--- config.mk ---
export PLATFORM = sky130hd
export DESIGN_NAME = mpq_cmd_scheduler
export DESIGN_NICKNAME = d
export VERILOG_FILES = /design/src/rtl/mpq_cmd_scheduler.sv
export SDC_FILE = /design/constraint.sdc
export NUM_CORES = 1
export LEC_CHECK = 0
export ABC_CLOCK_PERIOD_IN_PS = 3800
export CORE_MARGIN = 2
export CORE_UTILIZATION = 44
export CTS_BUF_LIST = sky130_fd_sc_hd__clkbuf_16
export CTS_CLUSTER_DIAMETER = 40
export DETAILED_ROUTE_END_ITERATION = 16
export HOLD_SLACK_MARGIN = 0.03
export PLACE_DENSITY = 0.94
export REMOVE_ABC_BUFFERS = 1
export SLEW_MARGIN = 20
export SYNTH_ARGS = -nofsm -noshare
export SYNTH_HDL_FRONTEND = slang
export SYNTH_SLANG_ARGS = --single-unit
export TNS_END_PERCENT = 20
--- constraint.sdc ---
create_clock -name clk_i -period 3.8 [get_ports clk_i]
set_input_delay 0.76 -clock clk_i [delete_from_list [all_inputs] [get_ports clk_i]]
set_output_delay 0.76 -clock clk_i [all_outputs]
set_load 0.02 [all_outputs]
--- src/rtl/mpq_cmd_scheduler.sv ---
// Round-robin scheduler sharing one MPQ command port among NREQ requesters.
// Optional watchdog enabled by defining MPQ_SCHED_WDOG_EN.
module mpq_cmd_scheduler #(
    parameter int unsigned NREQ        = 4,
    parameter int unsigned DATA_WIDTH  = 8,
    parameter int unsigned WDOG_CYCLES = 1024
) (
    input  logic                         clk_i,
    input  logic                         rst_i,
    input  logic [NREQ-1:0]              req_i,
    input  logic [3*NREQ-1:0]            req_cmd_i,
    input  logic [8*NREQ-1:0]            req_index_i,
    input  logic [DATA_WIDTH*NREQ-1:0]   req_value_i,
    output logic [NREQ-1:0]              gnt_o,
    output logic [NREQ-1:0]              ack_o,
    output logic                         err_o,
    output logic                         sched_busy_o,
    input  logic                         mpq_busy_i,
    input  logic                         mpq_done_i,
    output logic                         mpq_cmd_valid_o,
    output logic [2:0]                   mpq_cmd_o,
    output logic [7:0]                   mpq_index_o,
    output logic [DATA_WIDTH-1:0]        mpq_value_o
);

    localparam int unsigned PtrW = $clog2(NREQ);

    if (NREQ < 2 || NREQ > 8 || WDOG_CYCLES < 2) begin : g_bad_params
        $error("mpq_cmd_scheduler: NREQ must be 2..8 and WDOG_CYCLES at least 2");
    end

    typedef enum logic [2:0] {StIdle, StIssue, StWaitStart, StWaitDone, StAck} state_e;

    state_e                  state_q;
    logic [PtrW-1:0]         rr_ptr_q;
    logic [PtrW-1:0]         id_q;
    logic [2:0]              cmd_q;
    logic [NREQ-1:0]         gnt_q;
    logic [NREQ-1:0]         ack_q;
    logic                    err_q;
    logic                    sched_busy_q;
    logic                    cmd_valid_q;
    logic [2:0]              mpq_cmd_q;
    logic [7:0]              mpq_index_q;
    logic [DATA_WIDTH-1:0]   mpq_value_q;

    logic                    win_found;
    logic [PtrW-1:0]         win_id;
    logic [2:0]              win_cmd;
    logic [7:0]              win_index;
    logic [DATA_WIDTH-1:0]   win_value;
    logic [PtrW-1:0]         rr_ptr_next;
    logic                    wdog_hit;

    // First requester at or after rr_ptr, wrapping modulo NREQ.
    always_comb begin
        int unsigned idx;
        logic [PtrW-1:0] idx_w;
        win_found = 1'b0;
        win_id    = rr_ptr_q;
        idx       = 0;
        idx_w     = '0;
        for (int unsigned i = 0; i < NREQ; i++) begin
            idx = int'(rr_ptr_q) + i;
            if (idx >= NREQ) idx = idx - NREQ;
            idx_w = PtrW'(idx);
            if (!win_found && req_i[idx_w]) begin
                win_found = 1'b1;
                win_id    = idx_w;
            end
        end
    end

    assign win_cmd     = req_cmd_i[3*win_id +: 3];
    assign win_index   = req_index_i[8*win_id +: 8];
    assign win_value   = req_value_i[DATA_WIDTH*win_id +: DATA_WIDTH];
    assign rr_ptr_next = (id_q == PtrW'(NREQ - 1)) ? '0 : id_q + 1'b1;

`ifdef MPQ_SCHED_WDOG_EN
    localparam int unsigned WdogW = $clog2(WDOG_CYCLES + 1);

    logic [WdogW-1:0] wdog_cnt_q;

    always_ff @(posedge clk_i or posedge rst_i) begin
        if (rst_i) begin
            wdog_cnt_q <= '0;
        end else if (state_q == StIssue) begin
            wdog_cnt_q <= '0;
        end else if (state_q == StWaitStart || state_q == StWaitDone) begin
            wdog_cnt_q <= wdog_cnt_q + 1'b1;
        end
    end

    // Fires on the edge where the count reaches WDOG_CYCLES-1.
    assign wdog_hit = (state_q == StWaitStart || state_q == StWaitDone) &&
                      (wdog_cnt_q == WdogW'(WDOG_CYCLES - 2));
`else
    assign wdog_hit = 1'b0;
`endif

    always_ff @(posedge clk_i or posedge rst_i) begin
        if (rst_i) begin
            state_q      <= StIdle;
            rr_ptr_q     <= '0;
            id_q         <= '0;
            cmd_q        <= '0;
            gnt_q        <= '0;
            ack_q        <= '0;
            err_q        <= 1'b0;
            sched_busy_q <= 1'b0;
            cmd_valid_q  <= 1'b0;
            mpq_cmd_q    <= '0;
            mpq_index_q  <= '0;
            mpq_value_q  <= '0;
        end else begin
            gnt_q       <= '0;
            ack_q       <= '0;
            err_q       <= 1'b0;
            cmd_valid_q <= 1'b0;
            case (state_q)
                StIdle: begin
                    if (win_found && !mpq_busy_i) begin
                        id_q         <= win_id;
                        cmd_q        <= win_cmd;
                        sched_busy_q <= 1'b1;
                        if (win_cmd > 3'd4) begin
                            // Illegal command never reaches the MPQ.
                            state_q <= StAck;
                            ack_q   <= NREQ'(1) << win_id;
                            err_q   <= 1'b1;
                        end else begin
                            state_q     <= StIssue;
                            gnt_q       <= NREQ'(1) << win_id;
                            cmd_valid_q <= 1'b1;
                            mpq_cmd_q   <= win_cmd;
                            mpq_index_q <= win_index;
                            mpq_value_q <= win_value;
                        end
                    end
                end
                StIssue: begin
                    state_q <= StWaitStart;
                end
                StWaitStart: begin
                    if (mpq_busy_i) begin
                        state_q <= StWaitDone;
                    end else if (cmd_q == 3'd4 && mpq_done_i) begin
                        state_q <= StAck;
                        ack_q   <= NREQ'(1) << id_q;
                    end else if (wdog_hit) begin
                        state_q <= StAck;
                        ack_q   <= NREQ'(1) << id_q;
                        err_q   <= 1'b1;
                    end
                end
                StWaitDone: begin
                    if ((cmd_q == 3'd4) ? mpq_done_i : !mpq_busy_i) begin
                        state_q <= StAck;
                        ack_q   <= NREQ'(1) << id_q;
                    end else if (wdog_hit) begin
                        state_q <= StAck;
                        ack_q   <= NREQ'(1) << id_q;
                        err_q   <= 1'b1;
                    end
                end
                StAck: begin
                    state_q      <= StIdle;
                    sched_busy_q <= 1'b0;
                    rr_ptr_q     <= rr_ptr_next;
                end
                default: begin
                    state_q      <= StIdle;
                    sched_busy_q <= 1'b0;
                end
            endcase
        end
    end

    assign gnt_o           = gnt_q;
    assign ack_o           = ack_q;
    assign err_o           = err_q;
    assign sched_busy_o    = sched_busy_q;
    assign mpq_cmd_valid_o = cmd_valid_q;
    assign mpq_cmd_o       = mpq_cmd_q;
    assign mpq_index_o     = mpq_index_q;
    assign mpq_value_o     = mpq_value_q;

endmodule

# Word-level counts from Yosys, hierarchy flattened
# Index checks and enable logic that the tools add are counted.
[op_classes]
muxes = 45
eq_ne = 9
multipliers = 1
magnitude_cmp = 9
n_reduce_logical = 15
add_sub_neg = 8
bitwise = 2
shift = 5
[ops]
columns = ["cell", "n"]
rows = [
  ["indexed part select 32 x 6 -> 8 bit", 2],
  ["2-to-1 mux 4 bit", 8],
  ["2-to-1 mux 2 bit", 9],
  ["2-to-1 mux 1 bit", 16],
  ["2-to-1 mux 3 bit", 5],
  ["less-than comparator 2 x 3 -> 1 bit, second input constant", 4],
  ["one-hot mux 3 bit (4 select lines)", 1],
  ["one-hot mux 4 bit (3 select lines)", 1],
  ["indexed part select 12 x 5 -> 3 bit", 1],
  ["greater-or-equal comparator 3 bit, second input constant", 3],
  ["binary-select mux 1 bit (select 2 bit)", 4],
  ["<< shifter 1 x 2 -> 4 bit, first input constant", 2],
  ["subtractor 2 x 1 -> 2 bit, second input constant", 4],
  ["adder 2 x 2 -> 3 bit, second input constant", 2],
  ["== test 3 x 2 -> 1 bit, second input constant", 2],
  ["== test 3 bit, second input constant", 2],
  ["AND reduction 3 bit", 2],
  ["logical AND 1 bit", 5],
  ["logical NOT 1 bit", 4],
  ["multiplier 2 x 2 -> 4 bit, first input constant", 1],
  ["!= test 2 bit, second input constant", 2],
  ["AND reduction 2 bit", 2],
  ["adder 2 x 1 -> 3 bit, second input constant", 1],
  ["== test 3 x 1 -> 1 bit, second input constant", 1],
  ["9 further kinds", 10],
]
[word_totals]
out_inout_bits = 30
ff_bits = 40
elab_cells = 106

# Longest topological paths before layout
# Gate-level depths: netlist of run 1.
[logic_depth]
word_depth = 20
depth_mapped = 10

# Worst setup path before layout of run 1
# Ideal clock, no wire load.
[synth_path]
path_kind = "input-to-reg"
from = "input port req_i[0]"
to = "register mpq_index_q[3] (netlist: mpq_index_o[3])"
path_slack_ps = 1033
t_arrival_ps = 2640
stages = 9
t_required_ps = 3672
setup_time_ps = 128
path_cell_list = "nor2b_2 a2111o_1 nand2_2 buf_6 mux2i_1 mux2_2 o21ai_2 buf_4 mux2_1"
[synth_between]
elab_chain_len = 17
[synth_rtl]
columns = ["element", "line", "source"]
rows = [
  ["start: declaration", "10", "input logic [NREQ-1:0] req_i,"],
  ["binary-select mux 1 bit (select 2 bit)", "67", "if (!win_found && req_i[idx_w]) begin"],
  ["2-to-1 mux 1 bit (implied by the code)", "67", ""],
  ["2-to-1 mux 1 bit", "67", ""],
  ["logical NOT 1 bit", "67", ""],
  ["logical AND 1 bit", "67", ""],
  ["2-to-1 mux 1 bit", "67", ""],
  ["logical NOT 1 bit", "67", ""],
  ["logical AND 1 bit", "67", ""],
  ["2-to-1 mux 1 bit", "67", ""],
  ["logical NOT 1 bit", "67", ""],
  ["logical AND 1 bit", "67", ""],
  ["2-to-1 mux 2 bit", "67", ""],
  ["multiplier 2 x 2 -> 4 bit", "74", "assign win_cmd = req_cmd_i[3*win_id +: 3];"],
  ["indexed part select 12 x 5 -> 3 bit", "74", ""],
  ["greater-than comparator 3 bit", "126", "if (win_cmd > 3'd4) begin"],
  ["inverter 1 bit (no line)", "--", ""],
  ["AND reduction 3 bit (no line)", "--", ""],
  ["end signal: assignment", "136", "mpq_index_q <= win_index;"],
  ["end: declaration", "44", "logic [7:0] mpq_index_q;"],
]
# Parallel ways exist; a longest one is shown, timed or not. The select of a mux whose other input is x is not followed.
# A chain may end at the register's enable or synchronous reset.

# Worst setup path after layout of run 1
[layout_path]
from = "input port req_i[3]"
to = "register mpq_index_q[1] (netlist: mpq_index_o[1])"
# The elaborated chain is that of the path after synthesis.

==> results of run 1 <==
## worst paths after layout
| path | from | endpoint |
|---|---|---|
| min | mpq_index_o[7]$_DFFE_PP0P_ | mpq_index_o[7]$_DFFE_PP0P_ |
| min reg2reg | mpq_index_o[7]$_DFFE_PP0P_ | mpq_index_o[7]$_DFFE_PP0P_ |
| min in group asynchronous | rst_i | gnt_o[2]$_DFF_PP0_ |
| max | req_i[3] | mpq_index_o[1]$_DFFE_PP0P_ |
| max in group asynchronous | rst_i | mpq_cmd_o[0]$_DFFE_PP0P_ |
| max reg2reg | rr_ptr_q[1]$_DFFE_PP0N_ | mpq_value_o[2]$_DFFE_PP0P_ |
## Yosys cell counts, types with 2 or more instances
library cell,instances
nand2_1,74
dfrtp_1,40
a31oi_1,18
and3_1,16
mux2_1,16
clkbuf_1,11
o21ai_0,10
a21oi_1,9
nor2_1,9
nor3_1,8
inv_1,7
nand3_1,5
nor2b_1,5
ha_1,4
or2_2,3
a22o_1,2
a32o_1,2
buf_4,2
mux2_2,2
mux2i_1,2
nor4_1,2
## logic make-up (layout without fill, tap and decap cells)
family                     after synthesis  after routing
DFF                                     40             40
buffers and inverters                   23            137
adders and majority gates                4              4
and+or+nand+nor                        126            126
AOI/OAI and AO/OA                       55             55
muxes                                   20             20
## worst max-delay path, cell delays in order
cell             delay [ps]
clkdlybuf4s50_1         600
nor2b_2                 100
a2111oi_2               680
nor3_1                  120
o21ai_0                 280
a22oi_1                 150
o21ai_2                 220
buf_12                  190
mux2_1                  340
## power breakdown
group	total (mW)	internal, mW	switching (mW)
Combinational	1.49	0.687	0.799
Clock	0.388	0.238	0.150
Sequential	0.734	0.609	0.124
## state kept, by name, summed over array words and instances, names as in the netlist, 2 cells and up
register	flops
ack_o	4
cmd_q	3
gnt_o	4
id_q	2
mpq_cmd_o	3
mpq_index_o	8
mpq_value_o	8
rr_ptr_q	2
state_q	3
## layer usage
layer  vias to the layer above  global-route usage, %  wire (um)
met5                         -                      0          0
met4                         0                   6.91        107
met3                        10                   6.87        638
met2                       112                   43.4       3540
met1                      1127                   29.4       2880
li1                       1172                      -          -
## area by class of cell
| cell class | instances | area share, % |
|---|---|---|
| multi-input combinational | 205 | 33.0 |
| timing repair buffer | 123 | 33.1 |
| clock buffer | 5 | 3.39 |
| tap | 70 | 2.38 |
| sequential | 40 | 27.1 |
| inverter | 7 | 0.713 |
| clock inverter | 2 | 0.339 |
==> impl_metrics.py, run 1 <==
metrics = {
    "status": {
        "status": "finished, final reports clean",
    },
    "synth": {
        "synthAdderAreaFrac_pct": 2.16,
        "synth-seq-area-share_pct": 43.2,
        "synth_cells": 268,
        "synth.area.mux_share_pct": 9.61,
        "yosys.area.top_type": "dfrtp_1",
        "synth_compound_area_share_pct": 16.0,
        "synth_xor_area_share_pct": 0,
        "ys_ff_latch": 40,
        "synth_cell_types": 42,
        "ys_warn_count": 0,
        "synth_top_family_by_area": "simple AND/OR/NAND/NOR gates",
        "async_reset_ff_share_pct": 100,
        "synth_edf_count": 0,
        "yosysTopAreaCellShare_pct": 43.2,
        "synth_area_per_cell_um2": 8.65,
        "synth-main-ff-cell": "dfrtp_1",
        "synth_simple_gate_area_share_pct": 24.6,
        "syn_area_mm2": 0.00232,
        "synthTopCellsByArea": "dfrtp_1 (43%), nand2_1 (12%), mux2_1 (7.8%), a31oi_1 (4.9%), and3_1 (4.3%)",
    },
    "final_layout": {
        "area_delta_synth_final_pct": 59.1,
        "nets": 470,
        "antenna_cells": 0,
        "num-fill-cells": 372,
        "drive_above_1_share_pct": 7.33,
        "utilization_pct": 72.2,
        "multi_input_area_mm2": 0.00122,
        "instances_no_fill": 452,
        "fin_area_mm2": 0.00369,
        "regArea_mm2": 0.00100,
        "layout_common_cells": "clkdlybuf4s50_1 (113), nand2_1 (74), dfrtp_1 (40)",
        "final_common_cell": "clkdlybuf4s50_1",
    },
    "pwr": {
        "power.total_mw": 2.61,
        "power_density_mw_per_mm2": 707,
        "p_leak_nw": 1.62,
        "ir_worst_vdd_mv": 0.394,
    },
    "worst_hold_path": {
        "hold_class": "reg2reg",
        "hold_depth": 1,
    },
    "grt": {
        "grt_overflow": 0,
        "antenna_found_initial": 0,
        "grt_max_degree": 28,
        "grt_pass1_wl_um": 11700,
        "grt_use_total_pct": 24.6,
        "grt_pass1_vias": 2424,
    },
    "sta": {
        "fin_ws_ps": 501,
        "hold_viol": 0,
        "setup_viol": 0,
        "fin_worst_skew_ps": 5.45,
        "setup_tns_ps": 0,
        "maxSlewViolCount": 0,
        "worst_pin_slew_ps": 1120,
        "finalCritPeriodShare_pct": 86.8,
        "relSlewSlack_pct": 24.5,
        "fmax_ghz": 0.303,
        "hold_slack_ps": 492,
        "rsz0062_at_grt": "false",
        "period_needed_ps": 3300,
    },
    "floorplanning": {
        "die_area_mm2": 0.00586,
        "start_util_pct": 45.4,
        "dieWidth_um": 76.6,
        "design.core.area_mm2": 0.00511,
        "rows": 26,
        "ios": 114,
        "die_h_um": 76.6,
    },
    "placement": {
        "place_inst": 445,
        "io_buffers": 113,
        "routabilityCongestion": 0.799,
        "pre_cts_ws_ps": 317,
        "dp_hpwl_um": 5460,
        "post_dp_cell_area_mm2": 0.00355,
    },
    "detailed_routing": {
        "drc_errors": 0,
        "routed_via_density": 5.36,
        "routed_wl_um": 7160,
        "wl_per_cell_um": 15.8,
        "drtPass1Iterations": 5,
        "ant_nets": 0,
        "first_iter_violations": 113,
        "vias": 2421,
    },
    "setup_path": {
        "reg2reg_depth": 8,
        "path_max_fanout": 18,
        "cp-end-kind": "register",
        "worstSetupStartpointType": "input pin",
        "ff2ff_setup_slack_ps": 1120,
        "critPathRequiredTime_ps": 3950,
        "crit_type": "in2reg",
        "cp.arrival_ps": 3450,
    },
    "clock_tree": {
        "post_cts_resized": 0,
        "cts_tree": "yes",
        "insertion_delay_ps": 270,
        "holdBufCountCts": 0,
        "htreeDepth": 2,
        "clk_pin_slew_ps": 50,
        "post_cts_buffers": 0,
        "cts_made_buffers": 5,
        "cts_num_sinks": 40,
        "cts_root_buf": "clkbuf_16",
        "clk_path_buf_depth": 2,
    },
    "job": {
        "cap_violations": 0,
    },
}
No activity file was read; power rests on OpenSTA's default activity.
==> run 2: changes to the inputs <==
--- a/config.mk
+++ b/config.mk
@@ -10,6 +10,7 @@
 export CORE_UTILIZATION = 44
 export CTS_BUF_LIST = sky130_fd_sc_hd__clkbuf_16
 export CTS_CLUSTER_DIAMETER = 40
+export CTS_CLUSTER_SIZE = 10
 export DETAILED_ROUTE_END_ITERATION = 16
 export HOLD_SLACK_MARGIN = 0.03
 export PLACE_DENSITY = 0.94
==> results of run 2 <==
Same layout as run 1: the final DEF is identical, and so are final timing and power.
